===== config.mk =====
export PLATFORM = sky130hd
export DESIGN_NAME = axim_wr_ctrl
export DESIGN_NICKNAME = d
export VERILOG_FILES = /design/src/rtl/axim_pkg.sv /design/src/rtl/axim_len_fifo.sv /design/src/rtl/axim_wr_ctrl.sv
export SDC_FILE = /design/constraint.sdc
export NUM_CORES = 1
export LEC_CHECK = 0
export CORE_ASPECT_RATIO = 0.6
export CORE_MARGIN = 5
export CORE_UTILIZATION = 42
export CTS_BUF_LIST = sky130_fd_sc_hd__clkbuf_8
export CTS_CLUSTER_SIZE = 8
export DETAILED_ROUTE_END_ITERATION = 16
export PLACE_DENSITY = 0.68
export SLEW_MARGIN = 10
export SYNTH_ARGS = -nofsm -noshare
export SYNTH_HDL_FRONTEND = slang
export SYNTH_HIERARCHICAL = 1
export SYNTH_SLANG_ARGS = --single-unit

===== constraint.sdc =====
create_clock -name clk -period 12 [get_ports clk]
set_clock_uncertainty 0.2 [all_clocks]
set_input_delay 2.4 -clock clk [delete_from_list [all_inputs] [get_ports clk]]
set_output_delay 2.4 -clock clk [all_outputs]
set_load 0.005 [all_outputs]

===== src/rtl/axim_pkg.sv =====
// Shared definitions for the AXI4 master write path: FSM states,
// AXI burst/response encodings and the 4KB page-boundary constant.
package axim_pkg;

  typedef enum logic [1:0] {
    ST_IDLE  = 2'd0,
    ST_ISSUE = 2'd1,
    ST_DRAIN = 2'd2,
    ST_DONE  = 2'd3
  } wr_state_t;

  localparam logic [1:0] AXI_BURST_INCR = 2'b01;
  localparam logic [1:0] AXI_RESP_OKAY  = 2'b00;

  // AXI bursts must never cross a 4KB address page.
  localparam int unsigned AXI_4KB = 4096;

endpackage


===== src/rtl/axim_len_fifo.sv =====
// Small FIFO holding awlen (beats-1) of every issued AW burst so the W
// path knows where each burst ends. Pointers wrap explicitly, so DEPTH
// need not be a power of two.
module axim_len_fifo #(
  parameter int unsigned DEPTH = 4,
  parameter int unsigned WIDTH = 8
) (
  input  logic             clk,
  input  logic             rst,
  input  logic             push_i,
  input  logic [WIDTH-1:0] din_i,
  input  logic             pop_i,
  output logic [WIDTH-1:0] dout_o,
  output logic             empty_o,
  output logic             full_o
);

  localparam int unsigned PW = (DEPTH > 1) ? $clog2(DEPTH) : 1;
  localparam int unsigned CW = $clog2(DEPTH + 1);

  logic [WIDTH-1:0] mem [DEPTH];
  logic [PW-1:0]    wr_ptr;
  logic [PW-1:0]    rd_ptr;
  logic [CW-1:0]    count;
  logic             do_push;
  logic             do_pop;

  assign empty_o = (count == '0);
  assign full_o  = (count == CW'(DEPTH));
  assign do_push = push_i && !full_o;
  assign do_pop  = pop_i && !empty_o;
  assign dout_o  = mem[rd_ptr];

  // Storage write; contents need no reset since count gates visibility.
  always_ff @(posedge clk) begin
    if (do_push) begin
      mem[wr_ptr] <= din_i;
    end
  end

  // Pointer and occupancy bookkeeping.
  always_ff @(posedge clk) begin
    if (rst) begin
      wr_ptr <= '0;
      rd_ptr <= '0;
      count  <= '0;
    end else begin
      if (do_push) begin
        wr_ptr <= (wr_ptr == PW'(DEPTH - 1)) ? '0 : wr_ptr + PW'(1);
      end
      if (do_pop) begin
        rd_ptr <= (rd_ptr == PW'(DEPTH - 1)) ? '0 : rd_ptr + PW'(1);
      end
      case ({do_push, do_pop})
        2'b10:   count <= count + CW'(1);
        2'b01:   count <= count - CW'(1);
        default: count <= count;
      endcase
    end
  end

endmodule


===== src/rtl/axim_wr_ctrl.sv =====
// AXI4 master write controller: splits a byte transfer into INCR bursts
// (bounded by C_MAX_BURST_LEN and 4KB pages), streams data from a
// valid/ready source onto W, and tracks outstanding B responses.
// Optional: define AXIM_WR_BRESP_CHECK_EN to add the sticky ctrl_werr_o.
module axim_wr_ctrl
  import axim_pkg::*;
#(
  parameter int unsigned C_M_AXI_ADDR_WIDTH = 32,
  parameter int unsigned C_M_AXI_DATA_WIDTH = 32,
  parameter int unsigned C_XFER_SIZE_WIDTH  = 32,
  parameter int unsigned C_MAX_BURST_LEN    = 16,
  parameter int unsigned C_MAX_OUTSTANDING  = 4
) (
  input  logic                            clk,
  input  logic                            rst,
  input  logic [C_M_AXI_ADDR_WIDTH-1:0]   ctrl_waddr_offset_i,
  input  logic [C_XFER_SIZE_WIDTH-1:0]    ctrl_wxfer_size_i,
  input  logic                            ctrl_wstart_i,
  output logic                            ctrl_wdone_o,
  output logic                            ctrl_wbusy_o,
  input  logic [C_M_AXI_DATA_WIDTH-1:0]   wr_tdata_i,
  input  logic                            wr_tvalid_i,
  output logic                            wr_tready_o,
  output logic                            m_axi_awvalid,
  input  logic                            m_axi_awready,
  output logic [C_M_AXI_ADDR_WIDTH-1:0]   m_axi_awaddr,
  output logic [7:0]                      m_axi_awlen,
  output logic [2:0]                      m_axi_awsize,
  output logic [1:0]                      m_axi_awburst,
  output logic                            m_axi_wvalid,
  input  logic                            m_axi_wready,
  output logic [C_M_AXI_DATA_WIDTH-1:0]   m_axi_wdata,
  output logic [C_M_AXI_DATA_WIDTH/8-1:0] m_axi_wstrb,
  output logic                            m_axi_wlast,
  input  logic                            m_axi_bvalid,
  output logic                            m_axi_bready,
  input  logic [1:0]                      m_axi_bresp
`ifdef AXIM_WR_BRESP_CHECK_EN
  ,
  output logic                            ctrl_werr_o
`endif
);

  localparam int unsigned AW       = C_M_AXI_ADDR_WIDTH;
  localparam int unsigned XW       = C_XFER_SIZE_WIDTH;
  localparam int unsigned BPB      = C_M_AXI_DATA_WIDTH / 8;
  localparam int unsigned LOG2_BPB = $clog2(BPB);
  localparam int unsigned CNT_W    = $clog2(C_MAX_OUTSTANDING + 1);

  wr_state_t        state;
  logic [AW-1:0]    addr;
  logic [XW-1:0]    beats_rem;
  logic [CNT_W-1:0] outstanding;
  logic [7:0]       wcnt;

  logic [XW:0]      size_ext;
  logic [XW-1:0]    beats_init;
  logic [12:0]      bytes_to_4k;
  logic [12:0]      beats_to_4k;
  logic [8:0]       burst_beats;
  logic [7:0]       burst_len;

  logic             start_acc;
  logic             slot_ok;
  logic             issuing;
  logic             aw_hs;
  logic             w_act;
  logic             wlast_int;
  logic             w_hs;
  logic             b_hs;

  logic [7:0]       head_len;
  logic             fifo_empty;
  logic             fifo_full;

  assign start_acc   = ctrl_wstart_i && (state == ST_IDLE) && !rst;
  assign size_ext    = {1'b0, ctrl_wxfer_size_i} + (XW+1)'(BPB - 1);
  assign beats_init  = XW'(size_ext >> LOG2_BPB);

  // addr is beat-aligned, so the byte distance to the page end divides evenly.
  assign bytes_to_4k = 13'(AXI_4KB) - {1'b0, addr[11:0]};
  assign beats_to_4k = bytes_to_4k >> LOG2_BPB;

  // Burst length: smallest of configured max, page remainder and beats left.
  always_comb begin
    burst_beats = 9'(C_MAX_BURST_LEN);
    if (beats_to_4k < 13'(burst_beats)) begin
      burst_beats = beats_to_4k[8:0];
    end
    if (beats_rem < XW'(burst_beats)) begin
      burst_beats = beats_rem[8:0];
    end
  end

  assign burst_len = 8'(burst_beats - 9'd1);
  assign issuing   = (state == ST_ISSUE) && !rst;
  assign slot_ok   = (outstanding < CNT_W'(C_MAX_OUTSTANDING)) && !fifo_full;
  assign aw_hs     = m_axi_awvalid && m_axi_awready;

  // AW fields derive only from addr/beats_rem, which move solely on a
  // handshake, so they stay stable while awvalid waits for awready.
  assign m_axi_awvalid = issuing && slot_ok;
  assign m_axi_awaddr  = issuing ? addr : '0;
  assign m_axi_awlen   = issuing ? burst_len : '0;
  assign m_axi_awsize  = 3'(LOG2_BPB);
  assign m_axi_awburst = AXI_BURST_INCR;

  // W only runs for bursts whose AW has already been pushed.
  assign w_act        = !fifo_empty && !rst;
  assign wlast_int    = w_act && (wcnt == head_len);
  assign m_axi_wdata  = wr_tdata_i;
  assign m_axi_wvalid = wr_tvalid_i && w_act;
  assign wr_tready_o  = m_axi_wready && w_act;
  assign m_axi_wstrb  = '1;
  assign m_axi_wlast  = wlast_int;
  assign w_hs         = m_axi_wvalid && m_axi_wready;

  assign m_axi_bready = ((state == ST_ISSUE) || (state == ST_DRAIN)) && !rst;
  assign b_hs         = m_axi_bvalid && m_axi_bready;

  assign ctrl_wdone_o = (state == ST_DONE) && !rst;
  assign ctrl_wbusy_o = (state != ST_IDLE) && !rst;

  axim_len_fifo #(
    .DEPTH (C_MAX_OUTSTANDING),
    .WIDTH (8)
  ) u_len_fifo (
    .clk     (clk),
    .rst     (rst),
    .push_i  (aw_hs),
    .din_i   (burst_len),
    .pop_i   (w_hs && wlast_int),
    .dout_o  (head_len),
    .empty_o (fifo_empty),
    .full_o  (fifo_full)
  );

  // Main FSM with address / remaining-beat bookkeeping.
  always_ff @(posedge clk) begin
    if (rst) begin
      state     <= ST_IDLE;
      addr      <= '0;
      beats_rem <= '0;
    end else begin
      case (state)
        ST_IDLE: begin
          if (ctrl_wstart_i) begin
            addr      <= ctrl_waddr_offset_i & ~AW'(BPB - 1);
            beats_rem <= beats_init;
            state     <= (ctrl_wxfer_size_i == '0) ? ST_DONE : ST_ISSUE;
          end
        end
        ST_ISSUE: begin
          if (aw_hs) begin
            addr      <= addr + (AW'(burst_beats) << LOG2_BPB);
            beats_rem <= beats_rem - XW'(burst_beats);
            if (beats_rem == XW'(burst_beats)) begin
              state <= ST_DRAIN;
            end
          end
        end
        ST_DRAIN: begin
          if ((outstanding == '0) && fifo_empty) begin
            state <= ST_DONE;
          end
        end
        default: state <= ST_IDLE;
      endcase
    end
  end

  // Outstanding AW bursts awaiting B; simultaneous AW and B cancel out.
  always_ff @(posedge clk) begin
    if (rst) begin
      outstanding <= '0;
    end else begin
      case ({aw_hs, b_hs})
        2'b10:   outstanding <= outstanding + CNT_W'(1);
        2'b01:   outstanding <= (outstanding != '0) ? outstanding - CNT_W'(1) : outstanding;
        default: outstanding <= outstanding;
      endcase
    end
  end

  // Beat counter within the head-of-FIFO burst.
  always_ff @(posedge clk) begin
    if (rst) begin
      wcnt <= '0;
    end else if (w_hs) begin
      wcnt <= wlast_int ? '0 : wcnt + 8'd1;
    end
  end

`ifdef AXIM_WR_BRESP_CHECK_EN
  logic werr;

  // Sticky error flag for any non-OKAY response, cleared by a new start.
  always_ff @(posedge clk) begin
    if (rst) begin
      werr <= 1'b0;
    end else if (start_acc) begin
      werr <= 1'b0;
    end else if (b_hs && (m_axi_bresp != AXI_RESP_OKAY)) begin
      werr <= 1'b1;
    end
  end

  assign ctrl_werr_o = werr;
`else
  logic unused_bresp;
  logic unused_start;
  assign unused_bresp = ^m_axi_bresp;
  assign unused_start = start_acc;
`endif

endmodule


==> Yosys cells after proc, flatten, opt, wreduce, memory -nomap -nowiden <==
Memories as Yosys holds them, arrays and structs flattened. A register that Yosys moved wholly into a read port is not among the register bits.
Index checks and enable logic that the tools add are counted.
{ "word_totals": {"ram_bits": 32, "output_inout_bits": 88, "word_cells": 100, "inputBits": 105, "n_memories": 1, "regBits": 84} }
{ "classes": {"reduce_logical": 33, "addsub": 12, "magnitude_cmp": 3, "eq_ne": 17, "n_mux": 26} }
{ "mem_list": {"columns": ["memory", "words", "word_bits", "read_ports", "rd_ports_with_merged_regs", "write_ports", "line_no", "rtl"], "rows": [
  ["u_len_fifo.mem", 4, 8, 1, 1, 1, "axim_len_fifo.sv:21", "logic [WIDTH-1:0] mem [DEPTH];"]
]} }
{ "op_table": {"columns": ["cell", "count"], "rows": [
  ["$mux 32", 5],
  ["$pmux 32 s2", 2],
  ["$add 32x2->33 const B", 1],
  ["$add 32x11->32", 1],
  ["$eq 32x9->1", 1],
  ["$logic_not 32->1", 1],
  ["$lt 32x9->1", 1],
  ["$sub 32x9->32", 1],
  ["$mux 2", 9],
  ["$mux 9", 2],
  ["$logic_and 1x1->1", 17],
  ["$mux 8", 2],
  ["$sub 13x12->13 const A", 1],
  ["$eq 2x2->1 const B", 6],
  ["$pmux 3 s2", 2],
  ["$lt 11x5->1 const B", 1],
  ["$add 8x1->8 const B", 1],
  ["$eq 8x8->1", 1],
  ["$reduce_bool 2->1", 4],
  ["$sub 8x1->8 const B", 1],
  ["$add 3x1->3 const B", 2],
  ["$eq 2x1->1 const B", 3],
  ["$logic_not 3->1", 2],
  ["$ne 2x2->1 const B", 3],
  ["other kinds (15)", 21]
]} }

==> Longest topological paths before layout <==
{ "depth": {"word_depth": 9, "mapped_depth": 27, "depth_no_buf": 25} }

==> Cells and area by module <==
Netlist, hierarchy kept.
{ "by_module_without_submodules": {"columns": ["mod", "area_per_inst_um2", "seq_area_each_um2", "instances", "cells_per_inst"], "rows": [
  ["axim_wr_ctrl", 7208.2, 1501.4, 1, 989],
  ["axim_len_fifo", 1647.8, 1141.1, 1, 96]
]} }

==> Worst setup path before layout <==
OpenSTA, ideal clock, no wires.
{ "synth_timing": {"path_kind": "reg-to-output", "startpoint": "register addr[3]", "endpoint": "output m_axi_awlen[6]", "required_ps": 9400, "arrival_time_ps": 3855, "path_buffers": 1, "slack_ps": 5545, "path_stages_with_launch": 20, "cell_sequence": "dfxtp_1 -> inv_1 -> ha_1 -> nor3b_4 -> mux2i_1 -> buf_4 -> nand3_2 -> ha_1 -> o211ai_1 -> a21oi_1 -> a211oi_2 -> o21a_4 -> nand2_1 -> o21ai_0 -> inv_2 -> ha_1 -> and3_1 -> and3_1 -> xnor2_1 -> and2_1"} }
{ "synth_between": {"elab_chain_cells": 7} }
{ "synth_lines": {"columns": ["element", "line_no", "rtl"], "rows": [
  ["start, declared", "axim_wr_ctrl.sv:51", "logic [AW-1:0] addr;"],
  ["start signal, assigned", "axim_wr_ctrl.sv:148", "addr <= ctrl_waddr_offset_i & ~AW'(BPB - 1);"],
  ["start signal, assigned", "axim_wr_ctrl.sv:155", "addr <= addr + (AW'(burst_beats) << LOG2_BPB);"],
  ["$sub 13x12->13 *", "axim_wr_ctrl.sv:81", "assign bytes_to_4k = 13'(AXI_4KB) - {1'b0, addr[11:0]};"],
  ["$lt 11x5->1", "axim_wr_ctrl.sv:87", "if (beats_to_4k < 13'(burst_beats)) begin"],
  ["$mux 9 *", "axim_wr_ctrl.sv:87", null],
  ["$lt 32x9->1", "axim_wr_ctrl.sv:90", "if (beats_rem < XW'(burst_beats)) begin"],
  ["$mux 9 *", "axim_wr_ctrl.sv:90", null],
  ["$sub 8x1->8 *", "axim_wr_ctrl.sv:95", "assign burst_len = 8'(burst_beats - 9'd1);"],
  ["net burst_len[6]", "axim_wr_ctrl.sv:61", "logic [7:0] burst_len;"],
  ["$mux 8 *", "axim_wr_ctrl.sv:104", "assign m_axi_awlen = issuing ? burst_len : '0;"],
  ["end, declared", "axim_wr_ctrl.sv:27", "output logic [7:0] m_axi_awlen,"]
]} }
Mark *: on every way through the listed nets, which the timed path passes. The rest lies on a longest branch.

==> Worst setup path in the final report <==
Ends and elaborated chain as after synthesis.

==> impl_metrics.ini <==
[power_and_ir_drop]
ir_drop_uv = 169.3
switching_share_pct = 48.18
power_density_nw_per_um2 = 207.2
clkPwrFrac_pct = 18.4
power_w = 0.002130
p_leak_nw = 3.827
internal-power_w = 0.001104
power_switching_w = 0.001026
pwr-share-seq_pct = 29.6
comb_power_share_pct = 52.0

[floorplan]
fp.dieH_um = 122.5
core.rowCount = 41
core_um2 = 20880
ios = 193
start_util_pct = 42.42
die_x_um = 197.5
dieArea_um2 = 24190

[clock_network]
cts_setup_buffers = 0
clk_latency_ns = 0.46
cts_tree = built
ctsResizeCount = 0
holdBufCountCts = 0
numCtsBuffers = 17
cts_max_level = 4
cts.sinks = 116
clockBufferDepth = 2
clkTransAtPathRegs_ns = 0.08
clock-root-buffer = clkbuf_8

[detailed_routing]
wl_met1_mm = 13.31
wl_met3_mm = 3.088
wirelength_mm = 28.19
top_layer = met4
drc = 0
drt-initial-drc-count = 1089
avgRoutedWirePerCell_um = 19.81
routed_via_density = 5.965
postRouteAntennaNets = 0
vias = 8488
routed-wl-met2_mm = 11.48
first_pass_iters = 5

[setup_path]
crit_path_max_fanout = 15
cp-start-kind = flip-flop
required_ns = 9.40
cp.arrival_ns = 5.98
slowest_stage = a211oi_2
path_common_cell = ha_1
timing.rr.end = beats_rem[31]
rr_startpoint = addr[3]
crit_chain = inv_1 -> ha_1 -> nor3b_4 -> mux2i_1 -> buf_4 -> nand3_2 -> ha_1 -> a21oi_1 -> o211ai_1 -> a211oi_2 -> o21a_4 -> nand2_1 -> o21ai_0 -> inv_2 -> ha_1 -> and3_1 -> and3_1 -> xnor2_1 -> and2_1 -> clkdlybuf4s50_1
worstSetupPathType = flip-flop to output port
worst-path-buf-inv = 4
rrSetupSlack_ns = 5.13
slowest_delay_ns = 0.56
cpLargestDelayFamily = compound AO/OA/AOI/OAI gates
r2r_cells = 22
endpoint_kind = output port

[sta]
maxSlewHeadroom_pct = 25.79
slew_viol_final = 0
finalCriticalPeriod_ns = 8.581
worst_slew_pin_slew_ns = 1.113
rsz0062_at_grt = false
timing.setup.tns_ns = 0
min_period_over_period_pct = 71.51
setup_viol = 0
clock.fmax_ghz = 0.1165
hold_viol = 0

[placed_design]
finalWeightedCongestion = 0.9302
dp_hpwl_mm = 20.58
portBuffers = 113

[synth]
synthFlopType = dfxtp_1
yosysUniqueCellTypes = 102
synth-edff-count = 32
synthesis.area_um2 = 8856
synth_seq_cells = 116
syn_inst = 1085
ys_warn_count = 6
async_flop_share_pct = 0
ys_seq_area_share_pct = 29.84
syn_avg_cell_area_um2 = 8.162

[grt]
antenna_found_initial = 0
grt_pass1_vias = 7774
grt_max_degree = 71
grt_pass1_wl_mm = 44.00
grt_usage_pct = 23.16
gr-total-overflow = 0

[hold_path]
hold_path_depth = 2
hp-class = flip-flop to flip-flop
min_to = u_len_fifo/rd_ptr[0]
min_from = u_len_fifo/rd_ptr[0]

[layout]
antenna_cells = 0
syn_to_final_growth_pct = 16.09
drive_above_1_share_pct = 7.867
multi_input_area_um2 = 5505
layout_common_cells = clkdlybuf4s50_1 (112), nor2_1 (98), nand2_1 (90)
final_common_cell = clkdlybuf4s50_1
register_area_um2 = 2643
fillers = 1993
nNetsFinal = 1273

[run_status]
status = finished clean

[flow_run]
maxCapViolCount = 0
==> layout make-up <==
cell class                 count  area share [%]
sequential                   116           25.70
multi-input combinational    827           53.55
timing repair buffer         123           11.68
clock inverter                13           1.546
inverter                      47           1.716
tap                          279           3.395
clock buffer                  18           2.410
==> worst max path at each step <==
stage | start | endpoint | slack, ns | cells after the start
2_1_floorplan | addr[3] | m_axi_awlen[6] | 5.54 | 19
3_3_place_gp | addr[3] | m_axi_awlen[6] | 4.14 | 20
3_5_place_dp | addr[3] | m_axi_awlen[6] | 4.06 | 20
4_1_cts | addr[3] | m_axi_awlen[6] | 3.53 | 20
5_1_grt | addr[3] | m_axi_awlen[6] | 3.02 | 20
6_report | addr[3] | m_axi_awlen[6] | 3.42 | 20
==> worst min-delay path: stages (launching register included) <==
cell     delay [ns]
dfxtp_1        0.33
nand2_1        0.06
a21oi_1        0.07
==> per-stage QoR <==
step | utilization [%] | hold slack (ns) | cells | instance area [µm²] | worst slack, ns
floorplan | - | 0.2471 | 1098 | 8905 | 5.545
global placement | 47.29 | 0.2798 | 1392 | 9874 | 4.138
global route | 49.24 | 0.3161 | 1423 | 10280 | 3.019
detailed placement | 47.29 | 0.2847 | 1392 | 9874 | 4.062
finish | 49.24 | 0.3028 | 1423 | 10280 | 3.419
CTS | 49.24 | 0.2973 | 1423 | 10280 | 3.529
==> power by group through the flow <==
| stage | combinational [W] | sequential [W] | clock [W] |
|---|---|---|---|
| after floorplan | 0.000792 | 0.000574 | 0 |
| after detailed placement | 0.00107 | 0.000632 | 0 |
| after global placement | 0.00106 | 0.000630 | 0 |
| after CTS | 0.00108 | 0.000625 | 0.000397 |
| after global routing | 0.00120 | 0.000644 | 0.000417 |
| final | 0.00111 | 0.000630 | 0.000392 |
==> layer usage <==
metal / global-route usage [%] / vias up
li1: - / 4036
met1: 36.10 / 4001
met2: 31.58 / 417
met3: 6.557 / 34
met4: 4.156 / 0
met5: 0 / -
==> registers in the layout, indices dropped and copies added (netlist names), named ones only <==
signal,cells
u_len_fifo/wr_ptr,2
outstanding,3
wcnt,8
u_len_fifo/count,3
addr,30
u_len_fifo/mem,32
state,2
beats_rem,32
u_len_fifo/rd_ptr,2
==> logic make-up (layout without fill, tap and decap cells) <==
family	after synthesis	count (layout)	synth area share (%)
adder cells (fa/ha/maj)	37	37	5.468
other	2	15	0.08480
XOR/XNOR	63	63	6.231
multiplexers	21	21	3.744
AND/OR/NAND/NOR	428	428	25.47
AO/OA/AOI/OAI	263	263	20.43
buffers and inverters	155	201	8.731
flip-flops	116	116	29.84
==> cell usage after synthesis (13+ instances only) <==
master,n,share of area [%]
nor2_1,98,4.2
nand2_1,90,3.8
dfxtp_1,84,19
a21oi_1,71,4.0
clkbuf_1,52,2.2
and3_1,45,3.2
buf_4,45,3.8
inv_1,45,1.9
o21ai_0,37,2.1
xnor2_1,34,3.4
ha_1,33,4.7
nand3_1,33,1.9
edfxtp_1,32,11
xor2_1,29,2.9
nor4_1,26,1.8
nor3_1,24,1.4
nand4_1,23,1.6
a31oi_1,20,1.4
and2_1,18,1.3
o211ai_1,13,1.1
Note: power is estimated with default switching activity, not from simulation.
